$ cat config.mk
export PLATFORM = sky130hd
export DESIGN_NAME = xor_64
export DESIGN_NICKNAME = d
export VERILOG_FILES = /design/src/rtl/xor_64.sv
export SDC_FILE = /design/constraint.sdc
export NUM_CORES = 1
export LEC_CHECK = 0
export ABC_AREA = 1
export CAP_MARGIN = 20
export CORE_UTILIZATION = 40
export CTS_CLUSTER_DIAMETER = 80
export DETAILED_ROUTE_END_ITERATION = 12
export PLACE_DENSITY = 0.8
export SYNTH_ARGS = -nofsm -noshare
export SYNTH_HDL_FRONTEND = slang
export SYNTH_SLANG_ARGS = --single-unit
$ cat constraint.sdc
create_clock -name clk -period 7 [get_ports clk]
set_input_delay 1.05 -clock clk [delete_from_list [all_inputs] [get_ports clk]]
set_output_delay 1.05 -clock clk [all_outputs]
set_load 0.05 [all_outputs]
$ cat src/rtl/xor_64.sv
// Registered bitwise-XOR slice of the ALU datapath with zero, parity and
// population-count status flags, all captured on the same edge as the result.
module xor_64 #(
   parameter int unsigned WIDTH = 64,
   parameter int unsigned CNT_W = $clog2(WIDTH + 1)
) (
   input  logic             clk,
   input  logic             rst,
   input  logic [WIDTH-1:0] A,
   input  logic [WIDTH-1:0] B,
   input  logic             in_valid,
   output logic [WIDTH-1:0] Y,
   output logic             out_valid,
   output logic             zero,
   output logic             parity,
   output logic [CNT_W-1:0] popcnt
);

   logic [WIDTH-1:0] xor_c;
   logic [CNT_W-1:0] cnt_c;

   always_comb begin
      xor_c = A ^ B;
      cnt_c = '0;
      for (int unsigned i = 0; i < WIDTH; i++) begin
         cnt_c = cnt_c + CNT_W'(xor_c[i]);
      end
   end

   // Parity and zero come from the count itself, so they can never disagree with popcnt.
   always_ff @(posedge clk) begin
      if (rst) begin
         Y         <= '0;
         out_valid <= 1'b0;
         zero      <= 1'b1;
         parity    <= 1'b0;
         popcnt    <= '0;
      end else begin
         out_valid <= in_valid;
         if (in_valid) begin
            Y      <= xor_c;
            popcnt <= cnt_c;
            parity <= cnt_c[0];
            zero   <= (cnt_c == '0);
         end
      end
   end

endmodule

==> results.sh, run 1 <==
export IMPL_cp_max_fo=2
export IMPL_num_antenna_cells=0
export IMPL_die_height_um=114
export IMPL_setup_violations_final=0
export IMPL_finalCritPeriodShare_pct=96.3
export IMPL_slew_violations=0
export IMPL_grt_max_degree=72
export IMPL_synth_seq_cells=73
export IMPL_required_ns=7.27
export IMPL_critical_path_arrival_ns=7.01
export IMPL_tns_ns=0
export IMPL_rr_worst_depth=3
export IMPL_antenna_found_initial=0
export IMPL_crit_path_frequent_cell="fa_1"
export IMPL_numCtsBuffers=9
export IMPL_worst_path_max_delay_cell="fa_1"
export IMPL_gp_congestion=0.793
export IMPL_drt_total_wl_um=13000
export IMPL_vias_per_cell=4.42
export IMPL_synth_cells=604
export IMPL_fp_dieW_um=114
export IMPL_rows=40
export IMPL_placed_area_sq_um=7210
export IMPL_relSlewSlack_pct=37.9
export IMPL_place_hpwl_um=10100
export IMPL_via_count=4376
export IMPL_cts_tree="done"
export IMPL_yosys_cell_types_count=19
export IMPL_final_common_cell="inv_1"
export IMPL_ant_nets=0
export IMPL_drc=0
export IMPL_drtIter0Drc=178
export IMPL_htreeDepth=3
export IMPL_wl_per_cell_um=13.1
export IMPL_critical_path_max_stage_delay_ns=0.59
export IMPL_ys_seq_area_share_pct=29.1
export IMPL_crit_type="input pin to flip-flop"
export IMPL_clock_skew_ns=0
export IMPL_grt_first_pass_wirelength_um=20200
export IMPL_startpoint_type="input pin"
export IMPL_pre_cts_slack_ns=-0.392
export IMPL_start_util_pct=41.4
export IMPL_drive_above_1_share_pct=9.61
export IMPL_io_buffers=204
export IMPL_layout_nets=1018
export IMPL_cap_violations=0
export IMPL_area_delta_synth_final_pct=57.5
export IMPL_insertion_delay_ns=0.33
export IMPL_cts_sinks=73
export IMPL_track_usage_pct=20.3
export IMPL_tightest_slew_ns=0.930
export IMPL_outcome="finished, final reports clean"
export IMPL_synth_fp_nets=804
export IMPL_drt_pass1_iterations=4
export IMPL_post_route_util_pct=65.2
export IMPL_cts_buffer_depth=2
export IMPL_fmax_mhz=148
export IMPL_period_needed_ns=6.74
export IMPL_dieArea_sq_um=13000
export IMPL_cts_root_buffer="clkbuf_16"
export IMPL_syn_area_sq_um=5020
export IMPL_clkTransAtPathRegs_ns=0.06
export IMPL_grt_pass1_vias=4236
export IMPL_yosysWarnings=0
export IMPL_min_path_type="flip-flop to flip-flop"
export IMPL_grt_overflow_total=0
export IMPL_final_cell_mix="inv_1 (143), clkdlybuf4s50_1 (137), dfxtp_1 (73), nor2_1 (73)"
export IMPL_layout_setup_ws_ns=0.260
export IMPL_core_area_sq_um=12100
export IMPL_path_cells="dlymetal6s2s_1, xor2_2, fa_1, inv_2, fa_1, fa_1, inv_2, fa_1, fa_1, fa_1, inv_2, fa_1, fa_1, inv_1, ha_2, inv_2, fa_1, nand3_1, nor2_1, nand3_1, nor2_1, nand3_1, nand2_1"
export IMPL_endpoint_kind="flip-flop"
export IMPL_num_io_pins=205
export IMPL_syn_avg_cell_area_sq_um=8.30
export IMPL_final_area_sq_um=7900
export IMPL_holdPathStages=2
export IMPL_hold_violations=0
-- cells by family after synthesis --
family                   count (synthesis)  share of synthesized area, %
adder cells (fa/ha/maj)                 69                          25.3
buffers and inverters                  181                          14.1
XOR/XNOR                                64                          11.2
AND/OR/NAND/NOR                        138                          10.7
AO/OA/AOI/OAI                           79                          9.63
flip-flops                              73                          29.1
-- cells in the mapped netlist --
library cell  instances  share of area (%)
nand3_1              10                1.0
fa_1                 54                 22
xnor2_1              19                3.3
nand2_1              53                4.0
nor2_1               73                5.5
o211ai_1             34                5.1
nor3_1                1               0.10
ha_1                 15                3.7
o21ai_0              37                3.7
buf_4                 1               0.15
nand4_1               1               0.12
inv_1               156                 12
clkbuf_1              3               0.22
xor2_1               45                7.9
a21oi_1               7               0.70
dfxtp_1              73                 29
buf_2                20                2.0
a21o_1                1               0.15
inv_2                 1              0.075
-- through the flow --
stage	hold WS, ns	std cells
finish	0.481	990
global route	0.507	990
CTS	0.481	981
detailed placement	0.462	961
global placement	0.462	961
floorplan	0.749	604
-- flip-flops by register name, summed over array words and instances (netlist names) --
register	count
popcnt	7
out_valid	1
zero	1
Y	64
-- worst paths after layout --
| kind | from | slack, ns | end |
|---|---|---|---|
| hold reg to reg | Y[24] | 0.48 | Y[24] |
| setup / recovery | B[17] | 0.26 | zero |
| hold / removal | Y[24] | 0.48 | Y[24] |
| setup reg to reg | popcnt[6] | 6.28 | popcnt[6] |
-- critical path: cells and delay by family --
kind,cells,cell delay [ns]
XOR/XNOR,1,0.17
buffers and inverters,6,0.39
adder cells (fa/ha/maj),10,4.89
AND/OR/NAND/NOR,6,0.50
-- repair_timing --
item	in CTS	in global routing
setup endpoints to repair	2	6
hold buffers	0	0
gates resized for setup	24	82
gates cloned	0	0
pin swaps	27	62
setup buffers	5	10
-- cell type report --
| cell class | instances | area [sq um] |
|---|---|---|
| fill | 1009 | 4210 |
| tap | 168 | 210 |
| inverter | 157 | 589 |
| clock inverter | 3 | 40.0 |
| clock buffer | 12 | 256 |
| multi-input combinational | 350 | 3020 |
| timing repair buffer | 227 | 2320 |
| sequential | 73 | 1460 |
-- routing by layer --
layer | global-route usage, % | vias up | routed length, um
met5 | 0 | - | 0
met4 | 8.31 | 0 | 319
met3 | 5.21 | 24 | 748
met2 | 37.2 | 130 | 6680
met1 | 22.3 | 2028 | 5250
li1 | - | 2194 | -
Power of run 1 is left out: the tool's default activity adds up to more than one toggle a clock period on the data nets, which glitch-free logic cannot reach.
==> inputs of run 2 (changes only) <==
--- a/config.mk
+++ b/config.mk
@@ -6,10 +6,12 @@
 export NUM_CORES = 1
 export LEC_CHECK = 0
 export ABC_AREA = 1
+export ABC_CLOCK_PERIOD_IN_PS = 7000
 export CAP_MARGIN = 20
 export CORE_UTILIZATION = 40
 export CTS_CLUSTER_DIAMETER = 80
 export DETAILED_ROUTE_END_ITERATION = 12
+export MAX_ROUTING_LAYER = met4
 export PLACE_DENSITY = 0.8
 export SYNTH_ARGS = -nofsm -noshare
 export SYNTH_HDL_FRONTEND = slang
==> run 2 against run 1 <==
Against the previous run: core utilization stayed put; global-route usage up 0.57 points; flip-flop and latch count stayed put; maximum frequency barely moved; non-clock buffer count unchanged; cell count is the same; worst setup slack improved by 0.0020 ns; register-to-register slack is essentially flat; via count hardly changed; critical endpoint unchanged.
==> results.sh, run 2 (same netlist as run 1, synthesis figures left out) <==
export IMPL_cts_hold_buf=0
export IMPL_final_cell_mix="inv_1 (143), clkdlybuf4s50_1 (137), dfxtp_1 (73), nor2_1 (73)"
export IMPL_grt_pass1_vias=4240
export IMPL_grt_first_pass_wirelength_um=20100
export IMPL_rr_worst_depth=3
export IMPL_r2r_end="popcnt[6]"
export IMPL_drc=0
export IMPL_startpoint_type="input pin"
export IMPL_critical_path_arrival_ns=7.01
export IMPL_wl_per_cell_um=13.2
export IMPL_cts_root_buffer="clkbuf_16"
export IMPL_drive_above_1_share_pct=9.61
export IMPL_slew_violations=0
export IMPL_area_delta_synth_final_pct=57.5
export IMPL_period_needed_ns=6.74
export IMPL_worst_path_max_delay_cell="fa_1"
export IMPL_crit_path_frequent_cell="fa_1"
export IMPL_largest_reg_flops=64
export IMPL_ant_nets=0
export IMPL_endpoint_kind="flip-flop"
export IMPL_crit_type="input pin to flip-flop"
export IMPL_via_count=4380
export IMPL_grt_overflow_total=0
export IMPL_required_ns=7.27
export IMPL_r2r_start="popcnt[6]"
export IMPL_core_area_sq_um=12100
export IMPL_clkTransAtPathRegs_ns=0.06
export IMPL_clock_skew_ns=0
export IMPL_fp_dieW_um=114
export IMPL_final_common_cell="inv_1"
export IMPL_path_cells="dlymetal6s2s_1, xor2_2, fa_1, inv_2, fa_1, fa_1, inv_2, fa_1, fa_1, fa_1, inv_2, fa_1, fa_1, inv_1, ha_2, inv_2, fa_1, nand3_1, nor2_1, nand3_1, nor2_1, nand3_1, nand2_1"
export IMPL_antenna_found_initial=0
export IMPL_die_height_um=114
export IMPL_cp_top_family="adder cells"
export IMPL_cts_tree="done"
export IMPL_cp_max_fo=2
export IMPL_holdPathStages=2
export IMPL_whs_endpoint="Y[24]"
export IMPL_outcome="finished, final reports clean"
export IMPL_path_buf_inv=6
export IMPL_layout_nets=1018
export IMPL_tightest_slew_ns=0.947
export IMPL_rows=40
export IMPL_grt_max_degree=72
export IMPL_hold_violations=0
export IMPL_numCtsBuffers=9
export IMPL_post_layout_nonfiller_instances=990
export IMPL_num_antenna_cells=0
export IMPL_cts_buffer_depth=2
export IMPL_drtIter0Drc=157
export IMPL_io_buffers=204
export IMPL_critical_path_max_stage_delay_ns=0.59
export IMPL_fmax_mhz=148
export IMPL_htreeDepth=3
export IMPL_track_usage_pct=20.9
export IMPL_reg2reg_slack_ns=6.28
export IMPL_relSlewSlack_pct=36.8
export IMPL_num_io_pins=205
export IMPL_gp_congestion=0.804
export IMPL_place_inst=961
export IMPL_finalCritPeriodShare_pct=96.3
export IMPL_cts_sinks=73
export IMPL_fill_cells=1009
export IMPL_setup_violations_final=0
export IMPL_regMostFlops="Y"
export IMPL_vias_per_cell=4.42
export IMPL_cap_violations=0
export IMPL_start_util_pct=41.4
export IMPL_place_hpwl_um=10100
export IMPL_drt_pass1_iterations=5
export IMPL_hp_start="Y[24]"
export IMPL_top_regs="Y x64, popcnt x7"
export IMPL_min_path_type="flip-flop to flip-flop"
export IMPL_dieArea_sq_um=13000
export IMPL_insertion_delay_ns=0.33
export IMPL_drt_total_wl_um=13000
[run 2: cell counts in the layout (fill, tap and decap cells not counted)]
No cell type changed its count.
[run 2: final cells by class]
| type | count | area [sq um] | share of cell area (%) |
|---|---|---|---|
| clock buffer | 12 | 256 | 3.25 |
| timing repair buffer | 227 | 2320 | 29.4 |
| clock inverter | 3 | 40.0 | 0.507 |
| multi-input combinational | 350 | 3020 | 38.3 |
| inverter | 157 | 589 | 7.46 |
| tap | 168 | 210 | 2.66 |
| sequential | 73 | 1460 | 18.5 |
[run 2: worst reg2reg max path, stage by stage, from the launching register on]
cell and delay, ns:
dfxtp_1 0.33, o21ai_0 0.09, a21o_1 0.19, inv_1 0.06
[run 2: per-layer routing]
| layer | global-route usage, % | share of wire, % |
|---|---|---|
| met5 | - | 0 |
| met4 | 8.31 | 2.6 |
| met3 | 4.36 | 5.3 |
| met2 | 37.3 | 51 |
| met1 | 22.7 | 41 |
[run 2: what timing repair did]
action	in CTS	in global routing
cloned	0	0
pin swaps	27	62
buffers inserted	5	10
resized for setup	24	82
setup endpoints to repair	2	6
[run 2: per-stage QoR]
step | hold WS [ns] | setup TNS [ns] | util (%) | worst slack, ns | cell area [sq um]
after detailed placement | 0.462 | -1.51 | 59.6 | -0.392 | 7210
final | 0.479 | 0 | 65.2 | 0.262 | 7900
after global routing | 0.507 | -0.0359 | 65.2 | -0.0359 | 7900
after global placement | 0.462 | -0.960 | 59.6 | -0.284 | 7210
after CTS | 0.481 | 0 | 62.6 | 0.00452 | 7580
after floorplan | 0.749 | 0 | - | 0.350 | 5020
[run 2: worst max path at each step]
stage	cells after the start	end	from	slack, ns
5_1_grt	25	zero	A[33]	-0.04
2_1_floorplan	24	zero	A[35]	0.35
3_5_place_dp	25	zero	A[29]	-0.39
4_1_cts	25	zero	A[29]	0.005
3_3_place_gp	25	zero	A[29]	-0.28
6_report	23	zero	B[17]	0.26
Power of run 2 is left out for the same reason.
==> inputs of run 3 (changes only) <==
--- a/config.mk
+++ b/config.mk
@@ -8,11 +8,12 @@
 export ABC_AREA = 1
 export ABC_CLOCK_PERIOD_IN_PS = 7000
 export CAP_MARGIN = 20
-export CORE_UTILIZATION = 40
-export CTS_CLUSTER_DIAMETER = 80
+export CORE_UTILIZATION = 41
+export CTS_BUF_LIST = sky130_fd_sc_hd__clkbuf_8
+export CTS_CLUSTER_DIAMETER = 200
 export DETAILED_ROUTE_END_ITERATION = 12
 export MAX_ROUTING_LAYER = met4
-export PLACE_DENSITY = 0.8
+export PLACE_DENSITY = 0.82
 export SYNTH_ARGS = -nofsm -noshare
 export SYNTH_HDL_FRONTEND = slang
 export SYNTH_SLANG_ARGS = --single-unit
==> run 3 against run 2 <==
Against the previous run: clock-buffer cell count did not move; first-iteration DRC count rose by 41%; hold slack improved by 0.0038 ns; die area fell by 2.4%; core utilization fell by 0.74 points; flip-flop and latch count did not move; critical path depth rose by 2; maximum frequency rose by 0.53%; global-route usage rose by 0.42 points; design area fell by 2.4%; sequential share of layout area rose by 0.45 points; worst setup slack improved by 0.036 ns; largest cell class unchanged; highest routed layer unchanged.
==> results.sh, run 3 (same netlist as run 1, synthesis figures left out) <==
export IMPL_outcome="finished, final reports clean"
export IMPL_tightest_slew_ns=0.946
export IMPL_layout_nets=1010
export IMPL_ant_nets=0
export IMPL_start_util_pct=41.9
export IMPL_met3_usage_pct=3.51
export IMPL_holdPathStages=2
export IMPL_rr_worst_depth=3
export IMPL_busiest_layer="met2"
export IMPL_cts_root_buffer="clkbuf_8"
export IMPL_insertion_delay_ns=0.34
export IMPL_hold_violations=0
export IMPL_gp_congestion=0.844
export IMPL_numCtsBuffers=9
export IMPL_area_delta_synth_final_pct=53.8
export IMPL_endpoint_kind="flip-flop"
export IMPL_period_needed_ns=6.70
export IMPL_setup_violations_final=0
export IMPL_slew_violations=0
export IMPL_grt_pass1_vias=4274
export IMPL_cts_buffer_depth=2
export IMPL_drt_pass1_iterations=4
export IMPL_cp_max_fo=2
export IMPL_grt_overflow_total=0
export IMPL_min_path_type="flip-flop to flip-flop"
export IMPL_dieArea_sq_um=12700
export IMPL_fp_dieW_um=113
export IMPL_wl_per_cell_um=13.5
export IMPL_layout_setup_ws_ns=0.298
export IMPL_top_regs="Y x64, popcnt x7"
export IMPL_final_cell_mix="clkdlybuf4s50_1 (151), inv_1 (146), dfxtp_1 (73), nor2_1 (72), nand2_1 (53)"
export IMPL_clkTransAtPathRegs_ns=0.08
export IMPL_required_ns=7.29
export IMPL_pre_cts_slack_ns=-0.346
export IMPL_vias_per_cell=4.49
export IMPL_drt_total_wl_um=13000
export IMPL_grt_max_degree=69
export IMPL_num_antenna_cells=0
export IMPL_cts_sinks=73
export IMPL_rows=40
export IMPL_final_common_cell="clkdlybuf4s50_1"
export IMPL_regMostFlops="Y"
export IMPL_io_buffers=204
export IMPL_startpoint_type="input pin"
export IMPL_grtUsageMet2_pct=37.9
export IMPL_track_usage_pct=21.3
export IMPL_htreeDepth=3
export IMPL_core_area_sq_um=12000
export IMPL_drive_above_1_share_pct=8.10
export IMPL_gr_usage_met1_pct=23.9
export IMPL_clock_skew_ns=0
export IMPL_via_count=4323
export IMPL_fmax_mhz=149
export IMPL_cap_violations=0
export IMPL_antenna_found_initial=0
export IMPL_drtIter0Drc=221
export IMPL_critical_path_arrival_ns=6.99
export IMPL_die_height_um=113
export IMPL_finalCritPeriodShare_pct=95.7
export IMPL_grt_first_pass_wirelength_um=20300
export IMPL_fill_cells=983
export IMPL_hold_ws_ns=0.483
export IMPL_tns_ns=0
export IMPL_num_io_pins=205
export IMPL_drc=0
export IMPL_relSlewSlack_pct=36.8
export IMPL_largest_reg_flops=64
export IMPL_crit_type="input pin to flip-flop"
export IMPL_cts_tree="done"
export IMPL_place_hpwl_um=10000
## run 3: cell count changes in the layout (fill, tap and decap cells not counted), moves of 2 or more
cell             delta
buf_4               -8
clkbuf_16           -9
clkbuf_2            -2
clkbuf_8           +10
clkdlybuf4s50_1    +14
dlygate4sd2_1      -11
inv_1               +3
xnor2_1             +2
xnor2_2             -2
xor2_1              +4
xor2_2              -4
## run 3: final cells by class
cell class	instances	area, sq um	area share, %
Clock buffer	12	165	2.14
Clock inverter	4	42.5	0.551
Inverter	157	589	7.64
Multi-Input combinational cell	350	2990	38.8
Sequential cell	73	1460	18.9
Tap cell	147	184	2.38
Timing Repair Buffer	219	2280	29.6
## run 3: metal layers
layer / part of all wire (%) / vias to the layer above / wire, um
li1: - / 2178 / -
met1: 41 / 1992 / 5310
met3: 4.3 / 19 / 563
met4: 2.1 / 0 / 269
met2: 53 / 134 / 6810
met5: 0 / - / 0
## run 3: critical path, cell delays in order
cell	delay (ns)
dlymetal6s2s_1	0.13
xor2_1	0.16
inv_1	0.09
fa_1	0.53
inv_2	0.04
fa_1	0.55
inv_2	0.04
fa_1	0.53
fa_1	0.57
inv_2	0.04
fa_1	0.48
fa_1	0.49
inv_1	0.05
fa_1	0.46
fa_1	0.47
inv_1	0.07
ha_2	0.18
inv_2	0.04
fa_2	0.57
nand3_2	0.06
nor2_2	0.09
nand3_1	0.06
nor2_1	0.10
nand3_1	0.07
nand2_1	0.06
## run 3: stage by stage
| stage | cell area [sq um] | utilization, % | std cells |
|---|---|---|---|
| 6_report | 7720 | 64.5 | 962 |
| 3_3_place_gp | 7190 | 60.1 | 940 |
| 3_5_place_dp | 7190 | 60.1 | 940 |
| 4_1_cts | 7400 | 61.8 | 956 |
| 5_1_grt | 7720 | 64.5 | 962 |
| 2_1_floorplan | 5020 | - | 604 |
## run 3: final timing paths
path              from  slack, ns        end
max              A[41]       0.30       zero
min              Y[48]       0.48      Y[48]
min reg2reg      Y[48]       0.48      Y[48]
max reg2reg  popcnt[6]       6.24  popcnt[6]
## run 3: what timing repair did
action / CTS / global route
endpoints found under the setup margin: 0 / 5
resized for setup: 0 / 87
hold buffers: 0 / 0
setup buffers: 0 / 6
Power of run 3 is left out for the same reason.
